[config.mk]
export PLATFORM = sky130hd
export DESIGN_NAME = lut_div_radix4_flat
export DESIGN_NICKNAME = d
export VERILOG_FILES = /design/src/rtl/lut_div_radix4_pkg.sv /design/src/rtl/lut_div_radix4_if.sv /design/src/rtl/lut_div_radix4_digit_sel.sv /design/src/rtl/lut_div_radix4.sv /design/src/flat_wrapper.sv
export SDC_FILE = /design/constraint.sdc
export NUM_CORES = 1
export LEC_CHECK = 0
export ABC_AREA = 1
export CORE_UTILIZATION = 50
export CTS_BUF_LIST = sky130_fd_sc_hd__clkbuf_2 sky130_fd_sc_hd__clkbuf_4 sky130_fd_sc_hd__clkbuf_8
export DETAILED_ROUTE_END_ITERATION = 7
export DONT_BUFFER_PORTS = 1
export HOLD_SLACK_MARGIN = 0.03
export PLACE_DENSITY = 0.68
export SKIP_LAST_GASP = 1
export SLEW_MARGIN = 25
export SYNTH_ARGS = -nofsm -noshare
export SYNTH_HDL_FRONTEND = slang
export SYNTH_SLANG_ARGS = --single-unit
[constraint.sdc]
create_clock -name Clock -period 5.17 [get_ports Clock]
set_clock_uncertainty 0.05 [all_clocks]
set_input_delay 0.7755 -clock Clock [delete_from_list [all_inputs] [get_ports Clock]]
set_output_delay 0.7755 -clock Clock [all_outputs]
set_load 0.01 [all_outputs]
[src/rtl/lut_div_radix4_pkg.sv]
// Shared types and constants for the radix-4 LUT divider.
// Optional build macro: LUT_DIV_EARLY_TERM_EN (leading-zero skip).
package lut_div_pkg;

    localparam int DATA_WIDTH_DEF = 16;
    localparam int DIGITS         = DATA_WIDTH_DEF / 2;
    localparam int CNT_W          = $clog2(DIGITS + 1);

    typedef enum logic [1:0] {
        IDLE,
        CALC,
        DONE
    } state_e;

endpackage

[src/rtl/lut_div_radix4_if.sv]
// Request/result bundle between the datapath and the radix-4 divider.
interface lut_div_radix4_if #(
    parameter int DATA_WIDTH = lut_div_pkg::DATA_WIDTH_DEF
);
    logic                  iStart;
    logic [DATA_WIDTH-1:0] iDividend;
    logic [DATA_WIDTH-1:0] iDivisor;
    logic                  oBusy;
    logic                  oDone;
    logic [DATA_WIDTH-1:0] oQuotient;
    logic [DATA_WIDTH-1:0] oRemainder;
    logic                  oDivByZero;

    modport master (
        output iStart, iDividend, iDivisor,
        input  oBusy, oDone, oQuotient, oRemainder, oDivByZero
    );

    modport slave (
        input  iStart, iDividend, iDivisor,
        output oBusy, oDone, oQuotient, oRemainder, oDivByZero
    );
endinterface

[src/rtl/lut_div_radix4_digit_sel.sv]
// One radix-4 quotient digit: pick the largest of {3D, 2D, D, 0} not above R'
// and return the digit with the reduced remainder.
module lut_div_digit_sel #(
    parameter int RW = lut_div_pkg::DATA_WIDTH_DEF + 2
) (
    input  logic [RW-1:0] rp,
    input  logic [RW-1:0] d1,
    input  logic [RW-1:0] d2,
    input  logic [RW-1:0] d3,
    output logic [1:0]    digit,
    output logic [RW-1:0] r_next
);

    always_comb begin
        digit  = 2'd0;
        r_next = rp;
        if (rp >= d3) begin
            digit  = 2'd3;
            r_next = rp - d3;
        end else if (rp >= d2) begin
            digit  = 2'd2;
            r_next = rp - d2;
        end else if (rp >= d1) begin
            digit  = 2'd1;
            r_next = rp - d1;
        end
    end

endmodule

[src/rtl/lut_div_radix4.sv]
// Iterative unsigned divider retiring one radix-4 digit per clock from a
// {0, D, 2D, 3D} multiples table. Optional macro: LUT_DIV_EARLY_TERM_EN.
module lut_div_radix4
    import lut_div_pkg::*;
#(
    parameter int DATA_WIDTH = DATA_WIDTH_DEF
) (
    input  logic             Clock,
    input  logic             Reset,
    lut_div_radix4_if.slave  bus
);

    localparam int DW     = DATA_WIDTH;
    localparam int RW     = DW + 2;
    localparam int NDIG   = DW / 2;
    localparam int CW     = $clog2(NDIG + 1);

    state_e          state_q, state_d;
    logic [DW-1:0]   n_sh_q, n_sh_d;
    logic [RW-1:0]   d1_q, d1_d, d2_q, d2_d, d3_q, d3_d;
    logic [RW-1:0]   r_q, r_d;
    logic [DW-1:0]   qs_q, qs_d;
    logic [CW-1:0]   cnt_q, cnt_d;
    logic            busy_q, busy_d;
    logic            done_q, done_d;
    logic [DW-1:0]   quot_q, quot_d;
    logic [DW-1:0]   rem_q, rem_d;
    logic            dbz_q, dbz_d;

    logic [RW-1:0]   rp, r_nxt;
    logic [1:0]      dig;
    logic [CW-1:0]   zc;
    logic            accept;

    // Partial remainder stays below D, so shifting by 2 never loses bits.
    assign rp = (r_q << 2) | RW'(n_sh_q[DW-1 -: 2]);

    lut_div_digit_sel #(.RW(RW)) u_sel (
        .rp     (rp),
        .d1     (d1_q),
        .d2     (d2_q),
        .d3     (d3_q),
        .digit  (dig),
        .r_next (r_nxt)
    );

`ifdef LUT_DIV_EARLY_TERM_EN
    logic [CW-1:0] lz;
    logic          hit;

    // Skipped groups start the counter ahead; at least one iteration always runs.
    always_comb begin
        lz  = '0;
        hit = 1'b0;
        for (int g = NDIG - 1; g >= 0; g--) begin
            if (!hit && bus.iDividend[2*g +: 2] == 2'b00) lz = lz + CW'(1);
            else                                          hit = 1'b1;
        end
        zc = (lz > CW'(NDIG - 1)) ? CW'(NDIG - 1) : lz;
    end
`else
    assign zc = '0;
`endif

    assign accept = (state_q != CALC) && bus.iStart;

    always_comb begin
        state_d = state_q;
        n_sh_d  = n_sh_q;
        d1_d    = d1_q;
        d2_d    = d2_q;
        d3_d    = d3_q;
        r_d     = r_q;
        qs_d    = qs_q;
        cnt_d   = cnt_q;
        busy_d  = busy_q;
        done_d  = 1'b0;
        quot_d  = quot_q;
        rem_d   = rem_q;
        dbz_d   = dbz_q;

        case (state_q)
            CALC: begin
                n_sh_d = n_sh_q << 2;
                r_d    = r_nxt;
                qs_d   = (qs_q << 2) | DW'(dig);
                cnt_d  = cnt_q + CW'(1);
                if (cnt_q == CW'(NDIG - 1)) begin
                    state_d = DONE;
                    done_d  = 1'b1;
                    busy_d  = 1'b0;
                    quot_d  = (qs_q << 2) | DW'(dig);
                    rem_d   = r_nxt[DW-1:0];
                    dbz_d   = 1'b0;
                end
            end
            DONE:    state_d = IDLE;
            default: ;
        endcase

        // Accept from IDLE or DONE; the DONE pulse above is left intact.
        if (accept) begin
            if (bus.iDivisor == '0) begin
                state_d = DONE;
                done_d  = 1'b1;
                busy_d  = 1'b0;
                quot_d  = '1;
                rem_d   = bus.iDividend;
                dbz_d   = 1'b1;
            end else begin
                state_d = CALC;
                busy_d  = 1'b1;
                d1_d    = RW'(bus.iDivisor);
                d2_d    = RW'(bus.iDivisor) << 1;
                d3_d    = RW'(bus.iDivisor) + (RW'(bus.iDivisor) << 1);
                r_d     = '0;
                qs_d    = '0;
                n_sh_d  = bus.iDividend << {zc, 1'b0};
                cnt_d   = zc;
            end
        end
    end

    always_ff @(posedge Clock or negedge Reset) begin
        if (!Reset) begin
            state_q <= IDLE;
            n_sh_q  <= '0;
            d1_q    <= '0;
            d2_q    <= '0;
            d3_q    <= '0;
            r_q     <= '0;
            qs_q    <= '0;
            cnt_q   <= '0;
            busy_q  <= 1'b0;
            done_q  <= 1'b0;
            quot_q  <= '0;
            rem_q   <= '0;
            dbz_q   <= 1'b0;
        end else begin
            state_q <= state_d;
            n_sh_q  <= n_sh_d;
            d1_q    <= d1_d;
            d2_q    <= d2_d;
            d3_q    <= d3_d;
            r_q     <= r_d;
            qs_q    <= qs_d;
            cnt_q   <= cnt_d;
            busy_q  <= busy_d;
            done_q  <= done_d;
            quot_q  <= quot_d;
            rem_q   <= rem_d;
            dbz_q   <= dbz_d;
        end
    end

    assign bus.oBusy      = busy_q;
    assign bus.oDone      = done_q;
    assign bus.oQuotient  = quot_q;
    assign bus.oRemainder = rem_q;
    assign bus.oDivByZero = dbz_q;

endmodule

[src/flat_wrapper.sv]
// flat-port wrapper written by rule: the top's interface ports become plain ports
module lut_div_radix4_flat import lut_div_pkg::*;
#(
    parameter int DATA_WIDTH = DATA_WIDTH_DEF
)
  (Clock, Reset, bus_iStart, bus_iDividend, bus_iDivisor, bus_oBusy, bus_oDone, bus_oQuotient, bus_oRemainder, bus_oDivByZero);
  lut_div_radix4_if #(.DATA_WIDTH(DATA_WIDTH)) bus_i ();
  input  logic Clock;
  input  logic Reset;
  input wire logic [$bits(bus_i.iStart)-1:0] bus_iStart;
  input wire logic [$bits(bus_i.iDividend)-1:0] bus_iDividend;
  input wire logic [$bits(bus_i.iDivisor)-1:0] bus_iDivisor;
  output wire logic [$bits(bus_i.oBusy)-1:0] bus_oBusy;
  output wire logic [$bits(bus_i.oDone)-1:0] bus_oDone;
  output wire logic [$bits(bus_i.oQuotient)-1:0] bus_oQuotient;
  output wire logic [$bits(bus_i.oRemainder)-1:0] bus_oRemainder;
  output wire logic [$bits(bus_i.oDivByZero)-1:0] bus_oDivByZero;
  assign bus_i.iStart = bus_iStart;
  assign bus_i.iDividend = bus_iDividend;
  assign bus_i.iDivisor = bus_iDivisor;
  assign bus_oBusy = bus_i.oBusy;
  assign bus_oDone = bus_i.oDone;
  assign bus_oQuotient = bus_i.oQuotient;
  assign bus_oRemainder = bus_i.oRemainder;
  assign bus_oDivByZero = bus_i.oDivByZero;
  lut_div_radix4 #(.DATA_WIDTH(DATA_WIDTH)) u_core (.Clock(Clock), .Reset(Reset), .bus(bus_i));
endmodule
==> metrics.md, run 1 <==
| Metric | Value |
|---|---|
| Status | `complete, no violations` |
| Ys async rst share | `100%` |
| WP data arrival | `3550 ps` |
| Syn Area/Cell | `6.89 um^2` |
| CP bufs+invs | `4` |
| Worst Path Max Fanout | `52` |
| Share of the yosys chip area belonging to registers | `32.8%` |
| Hold Path Class | `in2async` |
| Die Ht | `137 um` |
| EDFF count, synth | `0` |
| # clock sinks | `120` |
| Ys Warns | `0` |
| Hold-fix buffers at CTS | `1` |
| Critical-path top delay cell | `inv_2` |
| Gr ovfl total | `0` |
| First-pass GRT wire length | `42.5 mm` |
| Final HPWL DP | `20.6 mm` |
| Xor/xnor share of the synthesized area | `2.48%` |
| Clk slew on worst S/H paths | `90 ps` |
| Setup bufs post-CTS | `0` |
| Min Tclk post-route | `3230 ps` |
| DRC violation count after routing | `0` |
| Final setup viols | `0` |
| TritonCTS clock tree | `yes` |
| Main combinational cell family by area after synthesis | `simple AND/OR/NAND/NOR gates` |
| Core area | `0.0180 mm^2` |
| PortBufs | `0` |
| Slew Viols, Final | `0` |
| Worst Max-Slew Pin Slew | `896 ps` |
| Pin count of the biggest net entering global routing | `121` |
| Root buf cell | `clkbuf_8` |
| WL per Instance | `17.2 um` |
| Max_cap viols | `0` |
| Diodes inserted | `0` |
| Via/cell ratio | `5.53` |
| Iter 0 DRT Violations | `824` |
| Fin. Hold Viols | `0` |
| Vias in the first global route | `8032` |
| FF+latch count, synth | `120` |
| Drt pass-1 iters | `7` |
| ANT nets after route | `0` |
| Tcrit/Tclk final | `62.4%` |
| Die Area | `0.0189 mm^2` |
| Normalized max-slew margin | `40.1%` |
| Kind of end point of the critical path | `flop` |
| Fraction of layout cells with a size suffix above 1 | `5.64%` |
| Die Span X | `137 um` |
| Crit path max-delay family | `buffers and inverters` |
| Reg-to-reg critical path startpoint | `u_core.state_q[0]$_DFFE_PN0P_` |
| Starting Density | `51.0%` |
| Final setup TNS | `0 ps` |
| CTS max path bufs | `2` |
| Post-Synthesis Cells | `1330` |
| GR Util All Layers | `29.9%` |
| Synthesized cell area | `0.00917 mm^2` |
| Post_cts resized | `0` |
| Main flop type after synthesis | `dfrtp_1` |
| Synth Area in Adders | `11.1%` |
| Drt total wl | `26.7 mm` |
| Worst-path cell chain | `inv_1 > nor2_4 > inv_2 > nand2_1 > inv_1 > nand2_2 > inv_2 > nand2_1 > o221ai_1` |
| Clk_lat worst skew | `460 ps` |
| Layout area overhead | `5.90%` |
| Critical path startpoint | `u_core.state_q[0]$_DFFE_PN0P_` |
| Required @ worst endpoint | `5490 ps` |
| Initial antenna violation count | `0` |
| Mux cell area share after synthesis | `0%` |
| Critical path class | `reg2reg` |
| Fmax | `0.310 GHz` |
| Type of origin of the critical path | `flop` |
| GP Congestion | `0.930` |
| Vias after detailed routing | `8629` |
| RSZ-0062 raised after global routing | `no` |
| Post-Synth Simple-Gate Area | `29.9%` |
| Unique masters post-synth | `44` |
| IO Pins | `70` |
| CTS H-tree depth | `4` |
| Row count | `49` |
| CP peak stage delay | `830 ps` |
| Syn nets | `1444` |
| Compound-Gate Fraction of Synth Area | `13.2%` |
| Final net count | `1431` |
| CTS buffer count | `17` |
-- logic make-up after synthesis --
kind of cell,count (synthesis)
flops,120
xor+xnor,26
simple gates,652
fa+ha+maj,79
compound gates,213
buf+inv,240
-- final timing paths --
kind                                               endpoint  slack [ps]  depth (start not counted)
worst min register to register  u_core.d3_q[12]$_DFFE_PN0P_         440                          2
worst min-delay path             u_core.n_sh_q[7]$_DFF_PN0_         170                          1
worst max-delay path            u_core.d3_q[16]$_DFFE_PN0P_        1940                          9
worst max register to register  u_core.d3_q[16]$_DFFE_PN0P_        1940                          9
max in group asynchronous       u_core.d1_q[10]$_DFFE_PN0P_        4360                          1
min in group Clock               u_core.n_sh_q[0]$_DFF_PN0_         380                          2
-- cell usage in the layout (no fill, tap or decap), types with 17 or more instances in the layout --
master,netlist,layout
nor2_1,128,128
nand2_1,368,367
ha_1,75,75
a21oi_1,93,93
inv_1,198,198
o21ai_0,53,53
o22ai_1,18,18
nand3_1,105,105
dfrtp_1,120,120
clkbuf_8,0,17
-- layout make-up --
| type | count | area, um^2 |
|---|---|---|
| clock buffers | 17 | 234 |
| clock inverters | 15 | 159 |
| fillers | 1817 | 8260 |
| inverters | 203 | 762 |
| multi-input cells | 970 | 5200 |
| flip-flops and latches | 120 | 3000 |
| well taps | 229 | 287 |
| repair buffers | 5 | 57.6 |
-- per-stage QoR --
stage / std cells / cell area, um^2 / util [%] / hold slack, ps / setup slack, ps
4_1_cts: 1559 / 9710 / 54.0 / 237 / 1950
5_1_grt: 1559 / 9710 / 54.0 / 259 / 1590
3_5_place_dp: 1526 / 9290 / 51.7 / 415 / 1960
3_3_place_gp: 1526 / 9290 / 51.7 / 405 / 1950
6_report: 1559 / 9710 / 54.0 / 173 / 1940
2_1_floorplan: 1330 / 9170 / - / 383 / 2760
-- worst register-to-register path, delay by kind of cell, from the launching register on --
kind | cells | cell delay, ps
buf+inv | 4 | 1660
simple gates | 4 | 840
flops | 1 | 380
compound gates | 1 | 200
-- synth_stat cells (3+ instances only) --
library cell,instances,area share [%]
inv_2,5,0.20
ha_1,75,10
buf_6,5,0.61
dfrtp_1,120,33
xor2_1,15,1.4
nand2_2,5,0.34
o22ai_1,18,1.2
o21bai_1,7,0.57
o21ai_0,53,2.9
a21oi_2,3,0.29
nor2_1,128,5.2
o211ai_2,5,0.68
inv_1,198,8.1
fa_1,4,0.87
clkbuf_1,17,0.70
o21a_1,3,0.25
o211ai_1,6,0.49
or2_2,8,0.55
buf_2,12,0.66
a31oi_1,14,0.96
nand3_1,105,5.7
xnor2_1,11,1.1
a21oi_1,93,5.1
nor2_4,3,0.37
nand4_1,12,0.82
o21ai_1,6,0.33
nor3_1,7,0.38
nand3b_1,5,0.41
nand2_1,368,15
-- state kept, by name, indices dropped and copies added, names as in the netlist --
signal / count
u_core.bus.oRemainder: 16
u_core.r_q: 16
u_core.d3_q: 18
u_core.bus.oDone: 1
u_core.d1_q: 15
u_core.bus.oQuotient: 16
u_core.state_q: 2
u_core.cnt_q: 4
u_core.bus.oBusy: 1
u_core.bus.oDivByZero: 1
u_core.n_sh_q: 16
u_core.qs_q: 14
-- metal layers --
| metal | part of all wire [%] | GRT usage [%] |
|---|---|---|
| met2 | 46 | 46.6 |
| met3 | 6.5 | 5.41 |
| met1 | 45 | 41.8 |
| met4 | 2.4 | 9.77 |
| met5 | 0 | 0 |
Power of run 1 is not shown: default switching activity piles up to over one toggle a cycle in this logic, so the estimate is an artifact.
==> inputs of run 2 (changes only) <==
--- a/config.mk
+++ b/config.mk
@@ -5,7 +5,7 @@
 export SDC_FILE = /design/constraint.sdc
 export NUM_CORES = 1
 export LEC_CHECK = 0
-export ABC_AREA = 1
+export ABC_AREA = 0
 export CORE_UTILIZATION = 50
 export CTS_BUF_LIST = sky130_fd_sc_hd__clkbuf_2 sky130_fd_sc_hd__clkbuf_4 sky130_fd_sc_hd__clkbuf_8
 export DETAILED_ROUTE_END_ITERATION = 7
==> constraint.sdc (replaced) <==
create_clock -name Clock -period 3.1 [get_ports Clock]
set_clock_uncertainty 0.05 [all_clocks]
set_input_delay 0.465 -clock Clock [delete_from_list [all_inputs] [get_ports Clock]]
set_output_delay 0.465 -clock Clock [all_outputs]
set_load 0.01 [all_outputs]
==> run 2 against run 1 <==
- the run now ends with hold timing left
- sequential share of layout area is 0.36 points higher
- sequential cell count stayed put
- register-to-register slack worse by 1900 ps
- critical path type unchanged
- largest cell class unchanged
==> metrics.md, run 2 <==
| Metric | Value |
|---|---|
| Status | `finished, violations left (was complete, no violations)` |
| Failing checks | `hold timing` |
| Clk slew on worst S/H paths | `90 ps (about the same)` |
| Via/cell ratio | `5.97 (was 5.53)` |
| Unique masters post-synth | `64 (was 44)` |
| # clock sinks | `120 (unchanged)` |
| Core area | `0.0161 mm^2 (was 0.0180 mm^2)` |
| Die Area | `0.0171 mm^2 (was 0.0189 mm^2)` |
| RSZ-0062 raised after global routing | `yes (was no)` |
| Die Ht | `131 um (was 137 um)` |
| CTS H-tree depth | `4 (unchanged)` |
| Fmax | `0.325 GHz (was 0.310 GHz)` |
| Row count | `46 (was 49)` |
| Hold Path Class | `in2async (unchanged)` |
| Synth top area share | `36.2% (was 32.8%)` |
| Cell Area, Placed | `0.00887 mm^2 (was 0.00929 mm^2)` |
| WL per Instance | `20.0 um (was 17.2 um)` |
| Top cells by area, synth | `dfrtp_1 (36%), ha_1 (11%), nand2_1 (7.0%) (was dfrtp_1 (33%), nand2_1 (15%), ha_1 (10%))` |
| Final setup viols | `0 (unchanged)` |
| Min Tclk post-route | `3080 ps (was 3230 ps)` |
| Commonest non-fill, non-tap cell in the layout | `nand2_1 (unchanged)` |
| Final worst setup slack | `24.9 ps (was 1940 ps)` |
| Layout filler cell count | `1405 (was 1817)` |
| FF+latch count, synth | `120 (unchanged)` |
| Drt total wl | `25.1 mm (was 26.7 mm)` |
| Vias after detailed routing | `7492 (was 8629)` |
| Die Span X | `131 um (was 137 um)` |
| CTS buffer count | `17 (unchanged)` |
| Post-synth top area cell | `dfrtp_1 (unchanged)` |
| Required @ worst endpoint | `3360 ps (was 5490 ps)` |
| EDFF count, synth | `0 (unchanged)` |
| IO Pins | `70 (unchanged)` |
| Layout area overhead | `15.9% (was 5.90%)` |
| Syn Area/Cell | `8.52 um^2 (was 6.89 um^2)` |
| GR Util All Layers | `30.5% (was 29.9%)` |
| Clk_lat worst skew | `460 ps (about the same)` |
| Iter 0 DRT Violations | `553 (was 824)` |
| WP data arrival | `3340 ps (was 3550 ps)` |
| Worst Path Max Fanout | `5 (was 52)` |
| Worst Max-Slew Pin Slew | `778 ps (was 896 ps)` |
| TritonCTS clock tree | `yes (unchanged)` |
| CTS max path bufs | `2 (unchanged)` |
| Root buf cell | `clkbuf_8 (unchanged)` |
| Diodes inserted | `0 (unchanged)` |
| Normalized max-slew margin | `48.0% (was 40.1%)` |
| Most frequent cell after synthesis | `nand2_1 (unchanged)` |
| Critical path class | `reg2reg (unchanged)` |
| Drt pass-1 iters | `5 (was 7)` |
| Synth cell count leaders | `nand2_1 (155), dfrtp_1 (120), o21ai_0 (83) (was nand2_1 (368), inv_1 (198), nor2_1 (128))` |
| GP Congestion | `0.984 (was 0.930)` |
| Synthesized cell area | `0.00829 mm^2 (was 0.00917 mm^2)` |
| Vias in the first global route | `7209 (was 8032)` |
| DRC violation count after routing | `0 (unchanged)` |
| Ys Warns | `0 (unchanged)` |
| Final HPWL DP | `18.1 mm (was 20.6 mm)` |
| Hold Worst Slack | `-352 ps (was 173 ps)` |
| First-pass GRT wire length | `38.9 mm (was 42.5 mm)` |
| Type of origin of the critical path | `flop (unchanged)` |
| Kind of end point of the critical path | `flop (unchanged)` |
| Main flop type after synthesis | `dfrtp_1 (unchanged)` |
| Max_cap viols | `0 (unchanged)` |
| Gr ovfl total | `0 (unchanged)` |
| Tcrit/Tclk final | `99.2% (was 62.4%)` |
| Ys async rst share | `100% (unchanged)` |
| Fraction of layout cells with a size suffix above 1 | `16.1% (was 5.64%)` |
| Pin count of the biggest net entering global routing | `121 (unchanged)` |
| Max FFs per register | `18 (unchanged)` |
| Fin. Hold Viols | `120 (was 0)` |
| Final net count | `1140 (was 1431)` |
| Post-Place Setup Slack | `-181 ps (was 1960 ps)` |
| ANT nets after route | `0 (unchanged)` |
| Syn nets | `1087 (was 1444)` |
| PortBufs | `0 (unchanged)` |
| Post-Synthesis Cells | `973 (was 1330)` |
| Share of the yosys chip area belonging to registers | `36.2% (was 32.8%)` |
| Most frequent cells in the layout | `nand2_1 (155), dfrtp_1 (117), o21ai_0 (78), a21oi_1 (72), ha_1 (69) (was nand2_1 (367), inv_1 (198), nor2_1 (128), dfrtp_1 (120), nand3_1 (105))` |
| Finished Cell Area | `0.00961 mm^2 (was 0.00971 mm^2)` |
| Initial antenna violation count | `0 (unchanged)` |
| Slew Viols, Final | `0 (unchanged)` |
| Starting Density | `51.6% (was 51.0%)` |
| Biggest register | `u_core.d3_q (unchanged)` |
==> run 2: cell count changes after synthesis, sizes merged, moves of 10 or more <==
cell | before | now
a21o | 0 | 21
a21oi | 96 | 85
a31oi | 14 | 28
buf | 20 | 6
clkbuf | 17 | 35
inv | 203 | 66
mux2i | 0 | 15
nand2 | 374 | 155
nand3 | 107 | 27
nor2 | 133 | 58
o21ai | 59 | 92
or2 | 10 | 0
xnor2 | 11 | 28
==> run 2: worst max-delay path, stage by stage (launching register included) <==
cell and delay [ps]:
dfrtp_1 520, ha_2 440, o21ai_0 110, a21oi_1 360, nand3b_1 220, a31oi_4 250, nor4b_4 70, buf_6 140
mux2_4 290, mux2_4 270, a21oi_4 160, o21ai_1 70
==> run 2: worst paths after layout <==
check                                          startpoint                            endpoint  slack, ps  cells after the start
worst min-delay path                                Reset         u_core.d1_q[10]$_DFFE_PN0P_       -350                      0
worst min register to register  u_core.qs_q[12]$_DFF_PN0_  u_core.bus.oQuotient[14]$_DFF_PN0_        430                      2
max in group asynchronous                           Reset            u_core.r_q[15]$_DFF_PN0_       3030                      0
worst max register to register    u_core.r_q[3]$_DFF_PN0_             u_core.r_q[2]$_DFF_PN0_         20                     11
min in group Clock                       bus_iDividend[1]          u_core.n_sh_q[1]$_DFF_PN0_         70                      2
worst max-delay path              u_core.r_q[3]$_DFF_PN0_             u_core.r_q[2]$_DFF_PN0_         20                     11
==> run 2: final cells by class <==
cell class                      count  area, um^2  area share, %
Tap cell                          216         270           2.81
Sequential cell                   120        3010           31.3
Inverter                           66         248           2.58
Multi-Input combinational cell    746        5030           52.3
Clock buffer                       18         248           2.58
Timing Repair Buffer               75         667           6.94
Clock inverter                     14         141           1.47
==> run 2: cell families (layout without fill, tap and decap cells) <==
group | Yosys count | count (layout) | share of synthesized area, %
buffers and inverters | 107 | 173 | 5.95
xor gates and xnor gates | 52 | 52 | 5.49
and+or+nand+nor | 304 | 304 | 16.2
AOI/OAI and AO/OA | 293 | 293 | 21.5
adders and majority gates | 79 | 79 | 12.3
DFF | 120 | 120 | 36.2
muxes | 18 | 18 | 2.31
==> run 2: routing by layer <==
layer | up-vias | wire, um | global-route usage (%)
met5 | - | 0 | 0
met4 | 0 | 975 | 14.5
met3 | 66 | 1840 | 7.25
met2 | 315 | 11800 | 48.9
met1 | 3580 | 10500 | 38.9
li1 | 3531 | - | -
==> run 2: repair_timing <==
action                                  4_1_cts  5_1_grt
buffers inserted                              6        4
pin swaps                                    11       18
endpoints found under the hold margin       120      120
resized for setup                            18       43
gates cloned                                  3        0
endpoints found under the setup margin       30       34
==> run 2: metrics by stage <==
stage | instances | setup TNS, ps | hold slack [ps] | utilization [%]
floorplan | 973 | 0 | 119 | -
global placement | 1211 | -887 | 128 | 55.3
detailed placement | 1211 | -2480 | 127 | 55.3
CTS | 1252 | 0 | -373 | 58.8
global route | 1255 | -179 | -385 | 59.8
finish | 1255 | 0 | -352 | 59.8
Power of run 2 is left out for the same reason.
